**config.mk**
```make
export PLATFORM = sky130hd
export DESIGN_NAME = button_sequence_player
export DESIGN_NICKNAME = d
export VERILOG_FILES = /design/src/rtl/button_sequence_player.sv
export SDC_FILE = /design/constraint.sdc
export NUM_CORES = 1
export LEC_CHECK = 0
export BUFFER_PORTS_ARGS = -buffer_cell sky130_fd_sc_hd__buf_2
export CORE_ASPECT_RATIO = 1.4
export CORE_UTILIZATION = 51
export CTS_CLUSTER_DIAMETER = 100
export DETAILED_ROUTE_END_ITERATION = 10
export PLACE_DENSITY = 0.72
export SLEW_MARGIN = 10
export SYNTH_ARGS = -nofsm -noshare
export SYNTH_HDL_FRONTEND = slang
export SYNTH_SLANG_ARGS = --single-unit
```
**constraint.sdc**
```tcl
create_clock -name clock -period 3.55 [get_ports clock]
set_input_delay 0.5325 -clock clock [delete_from_list [all_inputs] [get_ports clock]]
set_output_delay 0.5325 -clock clock [all_outputs]
set_load 0.005 [all_outputs]
```
**src/rtl/button_sequence_player.sv**
```systemverilog
// Replays a latched sequence of up to eight P1/P2 presses as fixed-width pulses
// separated by fixed low gaps; done pulses once when the last gap has elapsed.
//
// state | meaning
// IDLE  | waiting for start; a zero-length start only pulses done
// PULSE | driving p1 or p2 for the current press
// GAP   | both lines low between presses; the last gap ends the run
module button_sequence_player #(
  parameter int PULSE_CYCLES = 4,
  parameter int GAP_CYCLES   = 4
) (
  input  logic       clock,
  input  logic       resetn,
  input  logic       start,
  input  logic [3:0] seq_len,
  input  logic [7:0] seq_bits,
  output logic       p1,
  output logic       p2,
  output logic       busy,
  output logic       done
);

  localparam int MAX_CYCLES = (PULSE_CYCLES > GAP_CYCLES) ? PULSE_CYCLES : GAP_CYCLES;
  localparam int CW         = (MAX_CYCLES > 1) ? $clog2(MAX_CYCLES) : 1;
  localparam logic [CW-1:0] PULSE_LOAD = CW'(PULSE_CYCLES - 1);
  localparam logic [CW-1:0] GAP_LOAD   = CW'(GAP_CYCLES - 1);

  typedef enum logic [1:0] {
    IDLE  = 2'd0,
    PULSE = 2'd1,
    GAP   = 2'd2
  } state_t;

  state_t        state, state_n;
  logic [CW-1:0] cnt, cnt_n;
  logic [2:0]    idx, idx_n;
  logic [7:0]    bits_q, bits_n;
  logic [3:0]    len_q, len_n;
  logic [3:0]    len_clamp;
  logic          done_n;

  // Phase timer is a down-counter loaded on entry; a phase ends at terminal count 0.
  always_comb begin
    state_n   = state;
    cnt_n     = cnt;
    idx_n     = idx;
    bits_n    = bits_q;
    len_n     = len_q;
    done_n    = 1'b0;
    len_clamp = (seq_len > 4'd8) ? 4'd8 : seq_len;

    case (state)
      IDLE: begin
        if (start) begin
          if (len_clamp != 4'd0) begin
            state_n = PULSE;
            cnt_n   = PULSE_LOAD;
            idx_n   = 3'd0;
            bits_n  = seq_bits;
            len_n   = len_clamp;
          end else begin
            done_n = 1'b1;
          end
        end
      end
      PULSE: begin
        if (cnt == '0) begin
          state_n = GAP;
          cnt_n   = GAP_LOAD;
        end else begin
          cnt_n = cnt - 1'b1;
        end
      end
      GAP: begin
        if (cnt == '0) begin
          if ({1'b0, idx} == len_q - 4'd1) begin
            state_n = IDLE;
            done_n  = 1'b1;
          end else begin
            state_n = PULSE;
            cnt_n   = PULSE_LOAD;
            idx_n   = idx + 3'd1;
          end
        end else begin
          cnt_n = cnt - 1'b1;
        end
      end
      default: begin
        state_n = IDLE;
      end
    endcase
  end

  // Outputs are registered from the next-state view so they line up with the state.
  always_ff @(posedge clock or negedge resetn) begin
    if (!resetn) begin
      state  <= IDLE;
      cnt    <= '0;
      idx    <= 3'd0;
      bits_q <= 8'd0;
      len_q  <= 4'd0;
      p1     <= 1'b0;
      p2     <= 1'b0;
      busy   <= 1'b0;
      done   <= 1'b0;
    end else begin
      state  <= state_n;
      cnt    <= cnt_n;
      idx    <= idx_n;
      bits_q <= bits_n;
      len_q  <= len_n;
      p1     <= (state_n == PULSE) && !bits_n[idx_n];
      p2     <= (state_n == PULSE) &&  bits_n[idx_n];
      busy   <= (state_n != IDLE);
      done   <= done_n;
    end
  end

endmodule

```
Word level (Yosys, flattened, before mapping)
Cells that the tools add are included.
- reductions and logical operators: 10
- add/sub/neg operators: 3
- mux-type cells: 28
- order comparisons: 2
- equal/unequal tests: 7
- operators with widths (kind ; count):
    two-way mux 8 bit ; 3
    two-way mux 2 bit ; 9
    two-way mux 3 bit ; 4
    case mux 2 bit (3 select lines) ; 2
    two-way mux 1 bit ; 6
    case mux 3 bit (2 select lines) ; 1
    equality test 2 x 1 -> 1 bit (second input constant) ; 2
    equality test 3 x 4 -> 1 bit ; 1
    greater-than comparator 4 bit (second input constant) ; 1
    zero test 2 bit ; 2
    < comparator 3 x 4 -> 1 bit (second input constant) ; 1
    two-way mux 4 bit ; 1
    inequality test 2 bit (second input constant) ; 2
    AND reduction 4 bit ; 1
    nonzero test 4 bit ; 1
    subtractor 4 x 1 -> 4 bit (second input constant) ; 1
    adder 3 x 1 -> 3 bit (second input constant) ; 1
    binary-select mux 1 bit (select 3 bit) ; 1
    inequality test 3 bit (second input constant) ; 1
    AND reduction 3 bit ; 1
    nonzero test 3 bit ; 1
    equality test 2 bit (second input constant) ; 1
    logical AND 1 bit ; 2
    case mux 1 bit (2 select lines) ; 1
    other kinds (3) ; 3
- input port bits: 15
- register bits after elaboration: 23

Logic depth before layout (Yosys ltp)
Gate-level depths: netlist of run 1.
- depth in word-level cells: 10
- mapped depth: 11
- depth with buffers taken out: 10

Worst setup path after synthesis of run 1
Ideal clock, no wire load.
- kind: input-to-reg
- start point: in seq_len[2]
- end point: reg p2
- path buffers: 1
- required time: 3433 ps
- path slack: 1051 ps
- arrival time: 2383 ps
- cell stages on the path: 8
- path through: or4_1 > nand2_1 > buf_2 > mux2_2 > mux2i_1 > mux2i_1 > mux2_4 > and2_4
- word-level cells in the longest chain between the ends: 9
- elaborated cells on any way between the ends: 16
- those cells by class: order compare: 1; eq/ne: 1; mux: 12; reduce/logical: 2
- ends and longest elaborated chain (item ; RTL line ; source):
    start, declared ; 15 ; input logic [3:0] seq_len,
    greater-than comparator 4 bit ; 50 ; len_clamp = (seq_len > 4'd8) ? 4'd8 : seq_len;
    two-way mux 4 bit (*) ; 50 ;
    nonzero test 4 bit (*) ; 55 ; if (len_clamp != 4'd0) begin
    two-way mux 8 bit (*) ; 55 ;
    two-way mux 8 bit (*) ; 54 ; if (start) begin
    two-way mux 8 bit (*) ; 52 ; case (state)
    net bits_n[5] ; 37 ; logic [7:0] bits_q, bits_n;
    binary-select mux 1 bit (select 3 bit) (*) ; 113 ; p2 <= (state_n == PULSE) && bits_n[idx_n];
    two-way mux 1 bit (implied by the code) (*) ; 113 ;
    logical AND 1 bit (*) ; 113 ;
    end signal, assigned ; 113 ;
    end, declared ; 18 ; output logic p2,
Mark *: on every way through the listed nets, which the timed path passes. The rest lies on a longest branch. The select of a mux whose other input is x is not followed.
A chain may end at the register's enable or synchronous reset.

Worst setup path after layout of run 1
- start point: reg len_q[0]
- end point: reg p2
- word-level cells in the longest chain between the ends: 8
- elaborated cells on any way between the ends: 12
- those cells by class: add/sub: 1; eq/ne: 2; mux: 8; reduce/logical: 1
- ends and longest elaborated chain (item ; RTL line ; source):
    start, declared ; 38 ; logic [3:0] len_q, len_n;
    start signal, assigned ; 111 ; len_q <= len_n;
    subtractor 4 x 1 -> 4 bit (*) ; 76 ; if ({1'b0, idx} == len_q - 4'd1) begin
    equality test 3 x 4 -> 1 bit (*) ; 76 ;
    two-way mux 3 bit ; 76 ;
    two-way mux 3 bit ; 75 ; if (cnt == '0) begin
    case mux 3 bit (2 select lines) ; 52 ;
    binary-select mux 1 bit (select 3 bit) ; 113 ;
    two-way mux 1 bit (implied by the code) ; 113 ;
    logical AND 1 bit (*) ; 113 ;
Every way passes the cells marked *; elsewhere a longest branch is shown, timed or not. The select of a mux whose other input is x is not followed.

==> flow_metrics.tcl, run 1 <==
set metrics [dict create \
    outcome "finished, final reports clean" \
    drive_gt1_share_pct 29.5 \
    synthSimpleGateAreaFrac_pct 14.7 \
    dp_cells 169 \
    die_h_um 61.7 \
    finalCritPeriodShare_pct 75.6 \
    p_leak_uw 0.000697 \
    avgSynthCellArea_sq_um 10.8 \
    viasPerCell 5.40 \
    worstPathRequired_ps 3770 \
    yosys.area_share.adder_pct 6.74 \
    routabilityCongestion 0.795 \
    max_stage_delay_ps 450 \
    cts_tree "done" \
    ys_top_cells_by_count "dfrtp_1 (23), nand2_1 (12), inv_1 (8), mux2_2 (8), nor2_1 (8)" \
    cts_setup_buffers 0 \
    start_util_pct 54.3 \
    synth.distinct_cells 40 \
    cap_viol_max_count 0 \
    cts_made_buffers 3 \
    grt_pass1_wl_mm 4.16 \
    syn2layout_area_growth_pct 11.2 \
    rows 21 \
    post-route-util_pct 60.4 \
    grt_max_degree 24 \
    nets 162 \
    slowest_stage "dfrtp_1" \
    synth_top_area_cell "dfrtp_1" \
    antenna_found_initial 0 \
    drt_first_iter_violations 18 \
    placement.cell_area_sq_um 1420 \
    worstHoldPathType "input pin to asynchronous set/reset pin" \
    finalNonFillerCells 173 \
    clock-skew-final_ps 3.82 \
    diodes 0 \
    pre_cts_ws_ps 622 \
    rsz0062_at_grt "false" \
    ys.flop_type "dfrtp_1" \
    numClockSinks 23 \
    use_met3_pct 1.73 \
    clk_path_buf_depth 2 \
    synth_compound_area_share_pct 16.1 \
    hpwl_mm 1.95 \
    top_usage_layer "met2" \
    core_sq_um 2390 \
    tns_ps 0 \
    synth_edf_count 0 \
    grt_overflow 0 \
    cts_hold_buf 0 \
    synth_top_family_by_area "compound AO/OA/AOI/OAI gates" \
    crit_arrival_ps 2910 \
    fmax_mhz 373 \
    portBuffers 18 \
    min_period_ps 2680 \
    track_usage_pct 20.9 \
    netlist_instances 120 \
    dieArea_sq_um 2760 \
    setup_viol 0 \
    yosysSeqAreaShare_pct 44.3 \
    synth_nets 142 \
    grt_pass1_vias 950 \
    peakVddDrop_mv 0.337 \
    setup.worst_path.class "register to register" \
    synth_top_area_share_pct 44.3 \
    synth.most_common_cell "dfrtp_1" \
    netlist_area_sq_um 1300 \
    clk_latency_ps 310 \
    clk_pin_slew_ps 130 \
    slew_viol_final 0 \
    powerDensity_nw_per_um2 677 \
    io_pins 19 \
    synthArstFlopShare_pct 100 \
    drt_pre_antenna_iters 4 \
    cts-resized-gates 0 \
    cp-start-kind "register" \
    gr-usage-met1_pct 24.6 \
    vias 935 \
    dieWidth_um 44.7 \
    cp-end-kind "register" \
    ys_warn_count 0 \
    drc 0 \
    antenna_left 0 \
    yosys-top-cells-area "dfrtp_1 (44%), mux2_2 (6.9%), ha_1 (6.7%)" \
    fin_area_sq_um 1440 \
    grt_util_met2_pct 39.1 \
    crit_chain "inv_1 > ha_1 > xor2_1 > or3_4 > a2111o_1 > a31oi_1 > a211oi_2 > mux2i_1 > mux2_4 > and2_4" \
    ys_ff_latch 23 \
    crit_path_max_fanout 5 \
    wl_per_cell_um 14.4 \
    routed_wl_mm 2.49 \
    root_buffer "clkbuf_4" \
    max_slew_margin_pct 66.7 \
    final_hold_viol_count 0 \
    cts_max_level 1 \
    synthMuxAreaShare_pct 12.7 \
    synth-xor-area-share_pct 2.02 \
    worst_pin_slew_ps 499 \
    setup_slack_ps 866 \
]
metrics by stage:
step	hold WS, ps	total power [uW]
2_1_floorplan	237	749
3_3_place_gp	479	834
3_5_place_dp	490	866
4_1_cts	187	986
5_1_grt	200	1050
6_report	160	978
cell families after synthesis:
family	count (synthesis)
fa+ha+maj	7
simple gates	35
compound gates	26
mux	15
buf+inv	11
xor+xnor	3
flops	23
layout make-up:
type | instances | area (sq um)
tap | 34 | 42.5
fill | 216 | 947
clock buffer | 4 | 26.3
inverter | 8 | 30.0
sequential | 23 | 576
timing repair buffer | 18 | 90.1
multi-input combinational | 86 | 679
worst paths after layout:
check	startpoint	to	slack (ps)	cells after the start
min	resetn	cnt[0]	160	1
max	len_q[0]	p2	870	10
max reg2reg	len_q[0]	p2	870	10
max in group asynchronous	resetn	len_q[3]	3050	1
min in group clock	seq_bits[7]	bits_q[7]	460	2
min reg2reg	bits_q[5]	bits_q[5]	520	1
flip-flops by register name (all words and copies together) (netlist names):
register / count
busy: 1
p1: 1
len_q: 4
p2: 1
bits_q: 8
state: 2
cnt: 2
done: 1
idx: 3
worst max-delay path: cells and delay by family, from the launching register on:
kind                       cells  cell delay, ps
xor gates and xnor gates       1             180
buffers and inverters          1              60
DFF                            1             450
adders and majority gates      1             200
AOI/OAI and AO/OA              3             770
and+or+nand+nor                2             490
muxes                          2             440
placed cells by master, fill, tap and decap left out, drive strengths merged, types with 5 or more instances in the layout:
| cell | count |
|---|---|
| buf | 18 |
| dfrtp | 23 |
| mux2 | 9 |
| inv | 8 |
| o21ai | 5 |
| ha | 7 |
| nor2 | 8 |
| mux2i | 6 |
| nand2 | 13 |
per-layer routing:
layer,vias to the layer above,share of wire [%],wire length (um)
li1,458,-,-
met1,459,41,1030
met2,14,55,1370
met3,4,1.8,46
met4,0,1.7,42
met5,-,0,0
power breakdown:
part	internal, uW	switching [uW]
logic	214	226
clock network	43.9	79.1
registers	360	54.9
Power figures use the tool's default switching activity.
==> run 2, diff against run 1 <==
Settings changed: CORE_UTILIZATION 51 to 50, PLACE_DENSITY 0.72 to 0.74.
Clock period 3.55 ns to 2.2 ns, I/O delays scaled along.
==> run 2 against run 1 <==
Compared with the run above: the run now ends with setup timing left; non-clock buffer count grew 30; final cell count grew 17%; count of clock-buffer cells in the layout shrank 1; total power grew 89%; fmax grew 6.0%; critical path type unchanged; critical endpoint unchanged; largest power group unchanged; highest routed layer unchanged.
==> flow_metrics.tcl, run 2 (synthesis results as in run 1) <==
set metrics [dict create \
    finalCritPeriodShare_pct 115 \
    p_leak_uw 0.000851 \
    dieArea_sq_um 2810 \
    seq_power_share_pct 35.0 \
    nFillCells 180 \
    clockPowerShare_pct 11.3 \
    grt_pass1_vias 1161 \
    wl_per_cell_um 14.1 \
    cp-end-kind "register" \
    drc 0 \
    worst-path-buf-inv 1 \
    setup_viol 6 \
    largest-register "bits_q" \
    grt_max_degree 24 \
    cts_tree "done" \
    cts_max_level 1 \
    numClockSinks 23 \
    peakVddDrop_mv 0.776 \
    post-route-util_pct 71.4 \
    clk_pin_slew_ps 140 \
    diodes 0 \
    slew_viol_final 0 \
    antenna_left 0 \
    switchingPower_uw 666 \
    drt_first_iter_violations 29 \
    start_util_pct 53.7 \
    clk_latency_ps 330 \
    rows 21 \
    max_stage_delay_ps 440 \
    syn2layout_area_growth_pct 32.9 \
    combPwrFrac_pct 53.6 \
    worstPathRequired_ps 2440 \
    worst_pin_slew_ps 523 \
    drt_pre_antenna_iters 4 \
    die_h_um 62.3 \
    antenna_found_initial 0 \
    violations "setup timing" \
    powerDensity_nw_per_um2 1070 \
    final_hold_viol_count 0 \
    min_period_ps 2530 \
    clock-skew-final_ps 6.73 \
    max_slew_margin_pct 65.1 \
    final_common_cell "buf_4" \
    clk_path_buf_depth 2 \
    crit_path_max_fanout 3 \
    internal_power_uw 1180 \
    core_sq_um 2420 \
    cp-start-kind "register" \
    setup.worst_path.class "register to register" \
    hpwl_mm 2.24 \
    largest_register_ffs 8 \
    worstHoldPathType "input pin to register" \
    tns_ps -791 \
    setup_slack_ps -332 \
    slowest_stage "a2111o_1" \
    nets 192 \
    track_usage_pct 23.1 \
    outcome "finished with violations" \
    vias 1068 \
    crit_chain "inv_1 > ha_2 > xor2_2 > or3_4 > a2111o_1 > a31oi_2 > a211oi_2 > mux2i_1 > mux2_4 > and2_4" \
    sw_frac_of_total_pct 36.1 \
    portBuffers 18 \
    drive_gt1_share_pct 45.0 \
    routabilityCongestion 0.908 \
    viasPerCell 5.26 \
    grt_overflow 0 \
    cap_viol_max_count 0 \
    fin_area_sq_um 1730 \
    crit_arrival_ps 2770 \
    cp_top_family "compound AO/OA/AOI/OAI gates" \
    grt_pass1_wl_mm 4.79 \
    largestRegisters "bits_q x8, len_q x4, idx x3" \
    rsz0062_at_grt "true" \
    placement.cell_area_sq_um 1620 \
    final_cell_mix "buf_4 (28), dfrtp_1 (23), buf_2 (18)" \
    fmax_mhz 395 \
    cts_made_buffers 3 \
    dieWidth_um 45.1 \
    io_pins 19 \
    routed_wl_mm 2.86 \
    root_buffer "clkbuf_4" \
]
[run 2: cell types whose count changed in the layout (fill, tap and decap cells not counted), sizes merged]
| cell | change |
|---|---|
| buf | +29 |
| clkbuf | -1 |
| clkinv | +1 |
| dlygate4sd3 | +1 |
[run 2: metal layers]
layer	vias up	GRT usage [%]	routed length [um]
met2	17	41.3	1610
met1	523	25.6	1120
li1	521	-	-
met4	0	10.6	69
met3	7	2.62	61
met5	-	0	0
[run 2: power by group through the flow]
stage | Sequential (uW) | Combinational, uW | Clock, uW
2_1_floorplan | 652 | 559 | 0
3_3_place_gp | 645 | 881 | 0
3_5_place_dp | 658 | 928 | 0
4_1_cts | 649 | 968 | 208
5_1_grt | 664 | 1090 | 224
6_report | 646 | 989 | 209
[run 2: area by class of cell]
class / count / area, sq um / area share [%]
well taps: 34 / 42.5 / 2.47
repair buffers: 48 / 330 / 19.1
clock inverters: 1 / 5.00 / 0.290
inverters: 8 / 30.0 / 1.74
clock buffers: 3 / 22.5 / 1.31
multi-input cells: 86 / 719 / 41.7
flip-flops and latches: 23 / 576 / 33.4
[run 2: metrics by stage]
| stage | cells | total power [uW] | setup WS, ps | hold slack [ps] |
|---|---|---|---|---|
| floorplan | 120 | 1210 | -257 | 34.4 |
| detailed placement | 194 | 1590 | -332 | 329 |
| finish | 203 | 1840 | -332 | 244 |
| global route | 203 | 1970 | -402 | 242 |
| CTS | 200 | 1830 | -320 | 245 |
| global placement | 194 | 1530 | -263 | 320 |
[run 2: path summary, 6_finish.rpt]
| check | from | end | slack [ps] | cells after the start |
|---|---|---|---|---|
| setup / recovery | len_q[0] | p2 | -330 | 10 |
| hold / removal | seq_bits[2] | bits_q[2] | 240 | 2 |
| setup reg to reg | len_q[0] | p2 | -330 | 10 |
| hold reg to reg | bits_q[6] | bits_q[6] | 520 | 1 |
| max in group asynchronous | resetn | state[0] | 1350 | 2 |
| min in group asynchronous | resetn | len_q[0] | 500 | 2 |
[run 2: timing repair]
item / in CTS / in global routing
hold endpoints to repair: 23 / 0
gates resized for setup: 4 / 3
pin swaps: 1 / 3
buffers inserted: 1 / 3
hold buffers: 1 / 0
setup endpoints to repair: 4 / 6
